<file path="config.mk">
export PLATFORM = sky130hd
export DESIGN_NAME = o64_operand_loader
export DESIGN_NICKNAME = d
export VERILOG_FILES = /design/src/rtl/o64_loader_pkg.sv /design/src/rtl/o64_chunk_ctr.sv /design/src/rtl/o64_operand_loader.sv
export SDC_FILE = /design/constraint.sdc
export NUM_CORES = 1
export LEC_CHECK = 0
export BUFFER_PORTS_ARGS = -buffer_cell sky130_fd_sc_hd__buf_2
export CAP_MARGIN = 20
export CORE_MARGIN = 2
export CORE_UTILIZATION = 57
export DETAILED_ROUTE_END_ITERATION = 16
export PLACE_DENSITY = 0.85
export RECOVER_POWER = 100
export SYNTH_ARGS = -nofsm -noshare
export SYNTH_HDL_FRONTEND = slang
export SYNTH_SLANG_ARGS = --single-unit
</file>
<file path="constraint.sdc">
create_clock -name clk -period 12.9 [get_ports clk]
set_input_delay 1.935 -clock clk [delete_from_list [all_inputs] [get_ports clk]]
set_output_delay 1.935 -clock clk [all_outputs]
set_load 0.01 [all_outputs]
</file>
<file path="src/rtl/o64_loader_pkg.sv">
// ============================================================================
// Module : o64_loader_pkg
// Brief  : Shared constants, chunk-count helper and state encoding for the
//          o64 operand loader.
// Rev    : 1.0
// ============================================================================
`default_nettype none

package o64_loader_pkg;

  localparam int VEC_W = 130;

  function automatic int nchunk(input int vec_w, input int chunk_w);
    return (vec_w + chunk_w - 1) / chunk_w;
  endfunction

  typedef enum logic [1:0] {
    FILL  = 2'd0,
    HOLD  = 2'd1,
    DRAIN = 2'd2
  } state_e;

endpackage

`default_nettype wire

</file>
<file path="src/rtl/o64_chunk_ctr.sv">
// ============================================================================
// Module : o64_chunk_ctr
// Brief  : Chunk index counter with clear, increment and last-index flag.
// Rev    : 1.0
// ============================================================================
`default_nettype none

module o64_chunk_ctr #(
  parameter int N = 17,
  parameter int W = 5
) (
  input  logic         clk,
  input  logic         rst,
  input  logic         clr_i,
  input  logic         inc_i,
  output logic [W-1:0] idx_o,
  output logic         is_last_idx_o
);

  logic [W-1:0] idx_q;
  logic [W-1:0] idx_d;

  always_comb begin
    idx_d = idx_q;
    if (clr_i) begin
      idx_d = '0;
    end else if (inc_i) begin
      idx_d = idx_q + W'(1);
    end
  end

  always_ff @(posedge clk or posedge rst) begin
    if (rst) begin
      idx_q <= '0;
    end else begin
      idx_q <= idx_d;
    end
  end

  assign idx_o         = idx_q;
  assign is_last_idx_o = (idx_q == W'(N - 1));

endmodule

`default_nettype wire

</file>
<file path="src/rtl/o64_operand_loader.sv">
// ============================================================================
// Module : o64_operand_loader
// Brief  : Deserialises a chunk stream into the 130-bit o64 operand vector,
//          checks frame length and keeps frame/drop counters.
//          Optional macro O64_LOADER_PARITY_EN adds per-chunk even parity.
// Rev    : 1.0
// ============================================================================
`default_nettype none

module o64_operand_loader
  import o64_loader_pkg::*;
#(
  parameter int CHUNK_W = 8,
  parameter int CNT_W   = 16
) (
  input  logic               clk,
  input  logic               rst,
  input  logic [CHUNK_W-1:0] s_data,
  input  logic               s_valid,
  input  logic               s_last,
  output logic               s_ready,
  output logic [VEC_W-1:0]   m_vec,
  output logic               m_valid,
  input  logic               m_ready,
  output logic               err_short,
  output logic               err_long,
  output logic [CNT_W-1:0]   frame_cnt,
  output logic [CNT_W-1:0]   drop_cnt
`ifdef O64_LOADER_PARITY_EN
  ,
  input  logic               s_par,
  output logic               err_par
`endif
);

  localparam int NCHUNK = nchunk(VEC_W, CHUNK_W);
  localparam int IDX_W  = $clog2(NCHUNK + 1);

  state_e             state_q, state_d;
  logic [VEC_W-1:0]   vec_q, vec_d;
  logic [CNT_W-1:0]   frame_cnt_q, frame_cnt_d;
  logic [CNT_W-1:0]   drop_cnt_q, drop_cnt_d;
  logic               err_short_q, err_long_q;
  logic [IDX_W-1:0]   idx;
  logic               is_last_idx;
  logic [VEC_W-1:0]   slot_data;
  logic [VEC_W-1:0]   slot_sel;

  logic acc, fill_acc, frame_bad, ev_short, ev_long, ev_par, ev_good, ev_take;

  o64_chunk_ctr #(
    .N (NCHUNK),
    .W (IDX_W)
  ) u_ctr (
    .clk           (clk),
    .rst           (rst),
    .clr_i         ((acc && (s_last || (state_q == FILL && is_last_idx))) || ev_take),
    .inc_i         (fill_acc),
    .idx_o         (idx),
    .is_last_idx_o (is_last_idx)
  );

  // Bit i of the vector is owned by chunk i/CHUNK_W at chunk bit i%CHUNK_W.
  for (genvar i = 0; i < VEC_W; i++) begin : g_bit
    localparam int K = i / CHUNK_W;
    localparam int J = i % CHUNK_W;
    assign slot_data[i] = s_data[J];
    assign slot_sel[i]  = (idx == IDX_W'(K));
  end

`ifdef O64_LOADER_PARITY_EN
  logic bad_q, bad_d, err_par_q, par_mis;
  assign par_mis   = s_par ^ (^s_data);
  assign frame_bad = bad_q | par_mis;

  always_comb begin
    bad_d = bad_q;
    if (fill_acc) begin
      bad_d = (s_last || is_last_idx) ? 1'b0 : (bad_q | par_mis);
    end
  end

  always_ff @(posedge clk or posedge rst) begin
    if (rst) begin
      bad_q     <= 1'b0;
      err_par_q <= 1'b0;
    end else begin
      bad_q     <= bad_d;
      err_par_q <= ev_par;
    end
  end

  assign err_par = err_par_q;
`else
  assign frame_bad = 1'b0;
`endif

  always_comb begin
    acc      = s_valid && s_ready;
    fill_acc = acc && (state_q == FILL);
    ev_short = fill_acc && s_last && !is_last_idx;
    ev_long  = fill_acc && !s_last && is_last_idx;
    ev_par   = fill_acc && s_last && is_last_idx && frame_bad;
    ev_good  = fill_acc && s_last && is_last_idx && !frame_bad;
    ev_take  = (state_q == HOLD) && m_ready;
  end

  always_ff @(posedge clk or posedge rst) begin
    if (rst) begin
      state_q <= FILL;
    end else begin
      state_q <= state_d;
    end
  end

  always_comb begin
    state_d = state_q;
    case (state_q)
      FILL: begin
        if (ev_good) begin
          state_d = HOLD;
        end else if (ev_long) begin
          state_d = DRAIN;
        end
      end
      HOLD: begin
        if (m_ready) state_d = FILL;
      end
      DRAIN: begin
        if (acc && s_last) state_d = FILL;
      end
      default: state_d = FILL;
    endcase
  end

  always_comb begin
    s_ready = 1'b1;
    m_valid = 1'b0;
    case (state_q)
      HOLD: begin
        s_ready = 1'b0;
        m_valid = 1'b1;
      end
      default: ;
    endcase
  end

  always_comb begin
    vec_d       = fill_acc ? ((vec_q & ~slot_sel) | (slot_data & slot_sel)) : vec_q;
    frame_cnt_d = ev_take ? frame_cnt_q + CNT_W'(1) : frame_cnt_q;
    drop_cnt_d  = (ev_short || ev_long || ev_par) ? drop_cnt_q + CNT_W'(1) : drop_cnt_q;
  end

  always_ff @(posedge clk or posedge rst) begin
    if (rst) begin
      vec_q       <= '0;
      frame_cnt_q <= '0;
      drop_cnt_q  <= '0;
      err_short_q <= 1'b0;
      err_long_q  <= 1'b0;
    end else begin
      vec_q       <= vec_d;
      frame_cnt_q <= frame_cnt_d;
      drop_cnt_q  <= drop_cnt_d;
      err_short_q <= ev_short;
      err_long_q  <= ev_long;
    end
  end

  assign m_vec     = vec_q;
  assign frame_cnt = frame_cnt_q;
  assign drop_cnt  = drop_cnt_q;
  assign err_short = err_short_q;
  assign err_long  = err_long_q;

endmodule

`default_nettype wire

</file>
==> metrics, run 1 <==
clock-pin slew on the worst setup and hold paths=60 ps; largest net degree at the start of global routing=95; Post-route DRC=0; Post-synth EDFFs=0; Synth Flop Type=dfrtp_1; main combinational cell family by area after synthesis=multiplexers; vias in the first global route=4771; RSZ-0062 raised after global routing=false; Crit path arrival time=5390 ps; synthesized area per cell=14.4 um^2; Starting Density=58.2%; failing checks=max-capacitance violations, max-slew violations; std cell rows=40; Area contributors post-synth=dfrtp_1, mux2_2, xor2_1; hold crit path type=reg -> reg; FF-to-FF path depth=4; status=finished, violations left; CTS sink cnt=171; setup_tns=0 ps; Syn. warnings=0; Yosys reg bits=171; share of cells above drive strength 1=26.4%; Die X=114 um; max incr delay on CP=2220 ps; setup bufs post-CTS=0; Via density=5.58; overall routing resource usage=25.7%; register area share after synthesis=61.8%; Synth Area in XOR/XNOR=4.28%; Slowest-stage cell, CP=clkinvlp_2; critical path class=in -> async; Post-DP Area=7910 um^2; max-slew violation count=95; WL per Instance=19.7 um; Simple-Gate Fraction of Synth Area=8.71%; CTS Hold Bufs=0; CORE AREA=11900 um^2; post-synthesis compound-gate area fraction=0.614%; Post-Synth Adder-Cell Area=1.26%; I/O pin count=179; Fmax=201 MHz; Yosys top cell area share=61.8%; asr flop ratio synth=100%; Syn Nets=500; drt first pass iters=4; Yosys cell types=39; Startpoint Class=primary input; hold path cells=1; crit end category=asynchronous set/reset pin; CTS resizes=0; Max Cap Viol=1; Final ANT Viol Nets=0; P&R area growth vs syn=19.7%; final instance area=8290 um^2; number of fill cells=903; Final Wtd Congestion=0.814; relative slew slack=-168%; Pwr Density=195 nW/um^2; Worst-Margin Slew=3990 ps; final layout net count=678; worst vdd ir=0.0000949 V; post-synthesis mux area share=21.5%; worst path cell trace=buf_2 > clkinvlp_2 > buf_4; final worst path period share=38.6%; DIE AREA=13000 um^2; CTS root buf=clkbuf_16; WL final=16100 um; cell area after synthesis=6930 um^2; Final min period=4980 ps; Clock Path Buffers=2; Num CTS Buffers=17; CP bufs+invs=3; dpl hpwl=11000 um; R2R Setup Slk=10630 ps; Antenna Cells=0; via count of the routed design=4564; Crit path max-delay family=buffers and inverters; top-count cell post-synth=dfrtp_1; Die H=114 um; cell taking the most area after synthesis=dfrtp_1; Final Hold Viols=0; TritonCTS clock tree=built; Worst-Skew Late Latency=420 ps; initial antenna violation count=0; Initial DRC Count=223; first-pass GRT wire length=25400 um; htree depth=4; Post-synth top cells=dfrtp_1, mux2_2, nand2_1, xor2_1, nor2_1; Final Setup Violations=0; total global routing overflow=0; P_leak=0.00400 uW; WP depth=3; Post-Syn Instances=480; port bufs=178; clock skew=7.19 ps; Data required, critical path=13310 ps; crit path max fanout=94
## routing by layer
| metal | vias to the layer above | wire length [um] | global-route usage (%) |
|---|---|---|---|
| met2 | 147 | 8020 | 41.8 |
| met3 | 31 | 927 | 7.20 |
| met5 | - | 0 | 0 |
| met1 | 2350 | 6800 | 32.8 |
| li1 | 2036 | - | - |
| met4 | 0 | 371 | 10.7 |
## through the flow
step	cells	util (%)	power, uW	hold slack (ps)	setup WS, ps
finish	818	69.6	1620	464	7920
global route	818	69.6	1690	502	7240
CTS	818	71.9	1660	464	9640
detailed placement	786	66.4	1090	452	9200
global placement	786	66.4	1070	452	9290
floorplan	480	-	937	504	6330
## layout by cell type (no fill, tap or decap), drive strengths merged
cell,count
or4,1
nand4b,1
nand3,13
and3b,1
nor3b,2
and4bb,1
nand2,30
nor3,5
a211oi,2
and2,8
xor2,23
inv,9
or2,1
nor2b,1
a21oi,3
bufinv,5
clkbuf,187
and4,2
nand2b,1
buf,11
clkinv,2
nor2,13
and3,3
xnor2,10
or3b,1
nor4b,2
o22ai,1
ha,7
and2b,1
dfrtp,171
mux2,132
clkinvlp,5
nand4,6
nor4,9
a31oi,1
## cell type report
class | instances | area, um^2 | share of cell area (%)
well taps | 147 | 184 | 2.22
inverters | 8 | 31.3 | 0.377
flip-flops and latches | 171 | 4280 | 51.6
clock inverters | 13 | 214 | 2.58
clock buffers | 19 | 443 | 5.34
multi-input cells | 281 | 2450 | 29.6
repair buffers | 179 | 688 | 8.30
## worst reg2reg max path: stages (launching register included)
cell and delay (ps):
dfrtp_1 440, nor4b_1 560, and2_0 340, nand3_1 400, mux2_2 420
## logic make-up (layout without fill, tap and decap cells)
kind of cell | after synthesis | in the layout
flops | 171 | 171
mux | 132 | 132
simple gates | 102 | 102
xor+xnor | 33 | 33
buf+inv | 28 | 219
fa+ha+maj | 7 | 7
compound gates | 7 | 7
## where the power goes
group	internal (uW)	switching [uW]
combinational	143	196
sequential	643	75.7
clock	351	210
total	1140	482
## path summary, 6_finish.rpt
| check | startpoint | endpoint |
|---|---|---|
| hold reg to reg | drop_cnt[15]$_DFFE_PP0P_ | drop_cnt[15]$_DFFE_PP0P_ |
| setup reg to reg | state_q[0]$_DFFE_PP0P_ | flip-flop |
| setup / recovery | rst | asynchronous set/reset pin |
| max in group clk | s_valid | flip-flop |
| min in group asynchronous | rst | frame_cnt[14]$_DFFE_PP0P_ |
| hold / removal | drop_cnt[15]$_DFFE_PP0P_ | drop_cnt[15]$_DFFE_PP0P_ |
(Power assumes the default switching activity.)
==> run 2, diff against run 1 <==
Settings changed: ABC_AREA set to 1, CORE_UTILIZATION 57 to 53, PLACE_DENSITY 0.85 to 0.8.
Clock period 12.9 ns to 4.7 ns, I/O delays scaled along.
==> run 2 against run 1 <==
Net effect:
- the run still ends with max-capacitance violations, max-slew violations left
- critical path depth is 2 higher
- highest routed layer unchanged
- wire length is 7.1% higher
- combinational power grew to 2.7 times the previous value
- hold slack better by 22 ps
- design area is 0.48% higher
- register-to-register slack worse by 8900 ps
- synthesized cell count is 57% higher
- first-iteration DRC count is 83% higher
- via count is 25% higher
- count of clock-buffer cells in the layout is 1 higher
- die area is 11% higher
- sequential share of layout area is 0.25 points lower
==> metrics, run 2 <==
CTS sink cnt=171 (unchanged); Final ANT Viol Nets=0 (unchanged); clock skew=10.0 ps (+2.81 ps); via count of the routed design=5715 (+25%); Die H=120 um (+5.2%); Yosys reg bits=171 (unchanged); DIE AREA=14500 um^2 (+11%); register area share after synthesis=59.8% (-2.0 points); Via density=5.13 (-8.0%); Post-Synth Adder-Cell Area=1.22% (-0.041 points); setup_tns=0 ps (unchanged); number of fill cells=1238 (+37%); Yosys cell types=31 (-21%); Worst-Margin Slew=2050 ps (-1950 ps); status=finished, violations left; max incr delay on CP=1630 ps (-590 ps); Post-synth top cells=nand2_1, dfrtp_1, o21ai_0, inv_1, nor2_1; first-pass GRT wire length=28100 um (+11%); Clock Path Buffers=2 (unchanged); Final Wtd Congestion=0.859 (+5.5%); critical path class=reg -> reg; I/O pin count=179 (unchanged); TritonCTS clock tree=built; max-slew violation count=58 (-39%); main combinational cell family by area after synthesis=simple AND/OR/NAND/NOR gates; port bufs=178 (unchanged); hold crit path type=reg -> reg; clock-pin slew on the worst setup and hold paths=70 ps (about the same); initial antenna violation count=0 (unchanged); Worst-Skew Late Latency=430 ps (about the same); WL per Instance=15.5 um (-21%); most common cell after layout, fill and taps aside=nand2_1; Die X=120 um (+5.2%); Initial DRC Count=409 (+83%); Syn Nets=774 (+55%); crit path max fanout=16 (-83%); commonest cells after routing, fill and taps aside=nand2_1, dfrtp_1, clkbuf_1; P_leak=0.00390 uW (-2.6%); overall routing resource usage=25.1% (-0.63 points); Final Hold Viols=0 (unchanged); CTS Hold Bufs=0 (unchanged); final worst path period share=62.7%; CTS root buf=clkbuf_16; non-filler cells, final=1113 (+36%); total global routing overflow=0 (unchanged); worst path cell trace=inv_1 > ha_1 > inv_1 > nor4_1 > o21ai_0; synthesized area per cell=9.50 um^2 (-34%); post-synthesis mux area share=0% (-21 points); relative slew slack=-37.6% (+130 points); Syn. warnings=0 (unchanged); worst vdd ir=0.000339 V (+260%); CTS resizes=0 (unchanged); Post-Syn Instances=754 (+57%); cell area after synthesis=7160 um^2 (+3.4%); Post-route DRC=0 (unchanged); Pwr Density=522 nW/um^2 (+170%); dpl hpwl=11600 um (+6.1%); cell taking the most area after synthesis=dfrtp_1; Crit path arrival time=3160 ps (-2230 ps); post-synthesis compound-gate area fraction=10.2% (+9.5 points); area taken by multi-input logic gates=2310 um^2 (-5.7%); Final min period=2950 ps; Area contributors post-synth=dfrtp_1, nand2_1, o21ai_0; top-count cell post-synth=nand2_1; drt first pass iters=5 (+1); most frequent CP cell=inv_1; Post-synth EDFFs=0 (unchanged); Slowest-stage cell, CP=nor4_1; Yosys top cell area share=59.8% (-2.0 points); htree depth=4 (unchanged); setup bufs post-CTS=0 (unchanged); Starting Density=54.1% (-4.1 points); Synth Area in XOR/XNOR=2.69% (-1.6 points); DP Cell Count=1081 (+38%); share of cells above drive strength 1=5.76% (-21 points); final layout net count=944 (+39%); Synth Flop Type=dfrtp_1; Max Cap Viol=2 (+1); std cell rows=42 (+5.0%); CORE AREA=13200 um^2 (+11%); Simple-Gate Fraction of Synth Area=20.1% (+11 points); RSZ-0062 raised after global routing=false; Data required, critical path=4910 ps (-8400 ps); failing checks=max-capacitance violations, max-slew violations; largest net degree at the start of global routing=132 (+39%); WL final=17300 um (+7.1%); Final Total Pwr=4350 uW (+170%); Fmax=340 MHz; crit end category=flip-flop; P&R area growth vs syn=16.4%; Num CTS Buffers=17 (unchanged); Antenna Cells=0 (unchanged); asr flop ratio synth=100% (unchanged); Final Setup Violations=0 (unchanged); vias in the first global route=5451 (+14%); Startpoint Class=flip-flop; FF/Latch Area=4280 um^2 (unchanged)
[run 2: cell types whose count changed after synthesis, moves of 14 or more]
cell,before,now
o21ai_0,0,120
nand2_1,30,221
inv_1,8,59
nand3_1,10,24
o21ai_1,0,19
mux2_2,132,0
nor2_1,13,36
[run 2: routing by layer]
layer	vias to the layer above	part of all wire [%]	track usage [%]
met5	-	0	0
met4	0	1.6	7.49
met3	26	7.5	7.74
met2	172	46	39.0
met1	2763	45	34.3
li1	2754	-	-
[run 2: kinds of logic after synthesis]
group           Yosys count
simple gates            321
flops                   171
compound gates          143
buf+inv                  90
xor+xnor                 22
fa+ha+maj                 7
[run 2: worst paths after layout]
kind                                       startpoint                         end  slack, ps  depth (start not counted)
min in group asynchronous                         rst  asynchronous set/reset pin        730                          2
max                        u_ctr.idx_o[0]$_DFFE_PP0P_                   flip-flop       1750                          5
max in group asynchronous                         rst  asynchronous set/reset pin       2650                          3
min reg2reg                                 flip-flop                   flip-flop        490                          2
max reg2reg                u_ctr.idx_o[0]$_DFFE_PP0P_                   flip-flop       1750                          5
min                                         flip-flop                   flip-flop        490                          2
[run 2: critical path: cells and delay by family, from the launching register on]
kind                       cells  cell delay, ps
and+or+nand+nor                1            1630
DFF                            1             420
adders and majority gates      1             200
AOI/OAI and AO/OA              1             240
buffers and inverters          2             220
[run 2: final cells by class]
| cell class | count | share of cell area (%) |
|---|---|---|
| sequential | 171 | 51.4 |
| tap | 176 | 2.64 |
| clock buffer | 20 | 5.60 |
| multi-input combinational | 493 | 27.8 |
| timing repair buffer | 179 | 8.44 |
| clock inverter | 12 | 1.37 |
| inverter | 62 | 2.82 |
[run 2: metrics by stage]
step                cell area, um^2  hold slack, ps  utilization (%)  setup WS, ps
global route                   8330             499             62.9          1380
floorplan                      7160             507                -          1810
detailed placement             8100             468             61.2          2600
finish                         8330             486             62.9          1750
global placement               8100             462             61.2          2600
CTS                            8680             469             65.6          2730
[run 2: power breakdown]
part	total (uW)	leakage, uW	internal (uW)	switching [uW]
Clock	1360	0.000263	774	586
Combinational	928	0.00138	314	614
Sequential	2060	0.00226	1830	233
Total	4350	0.00390	2920	1430
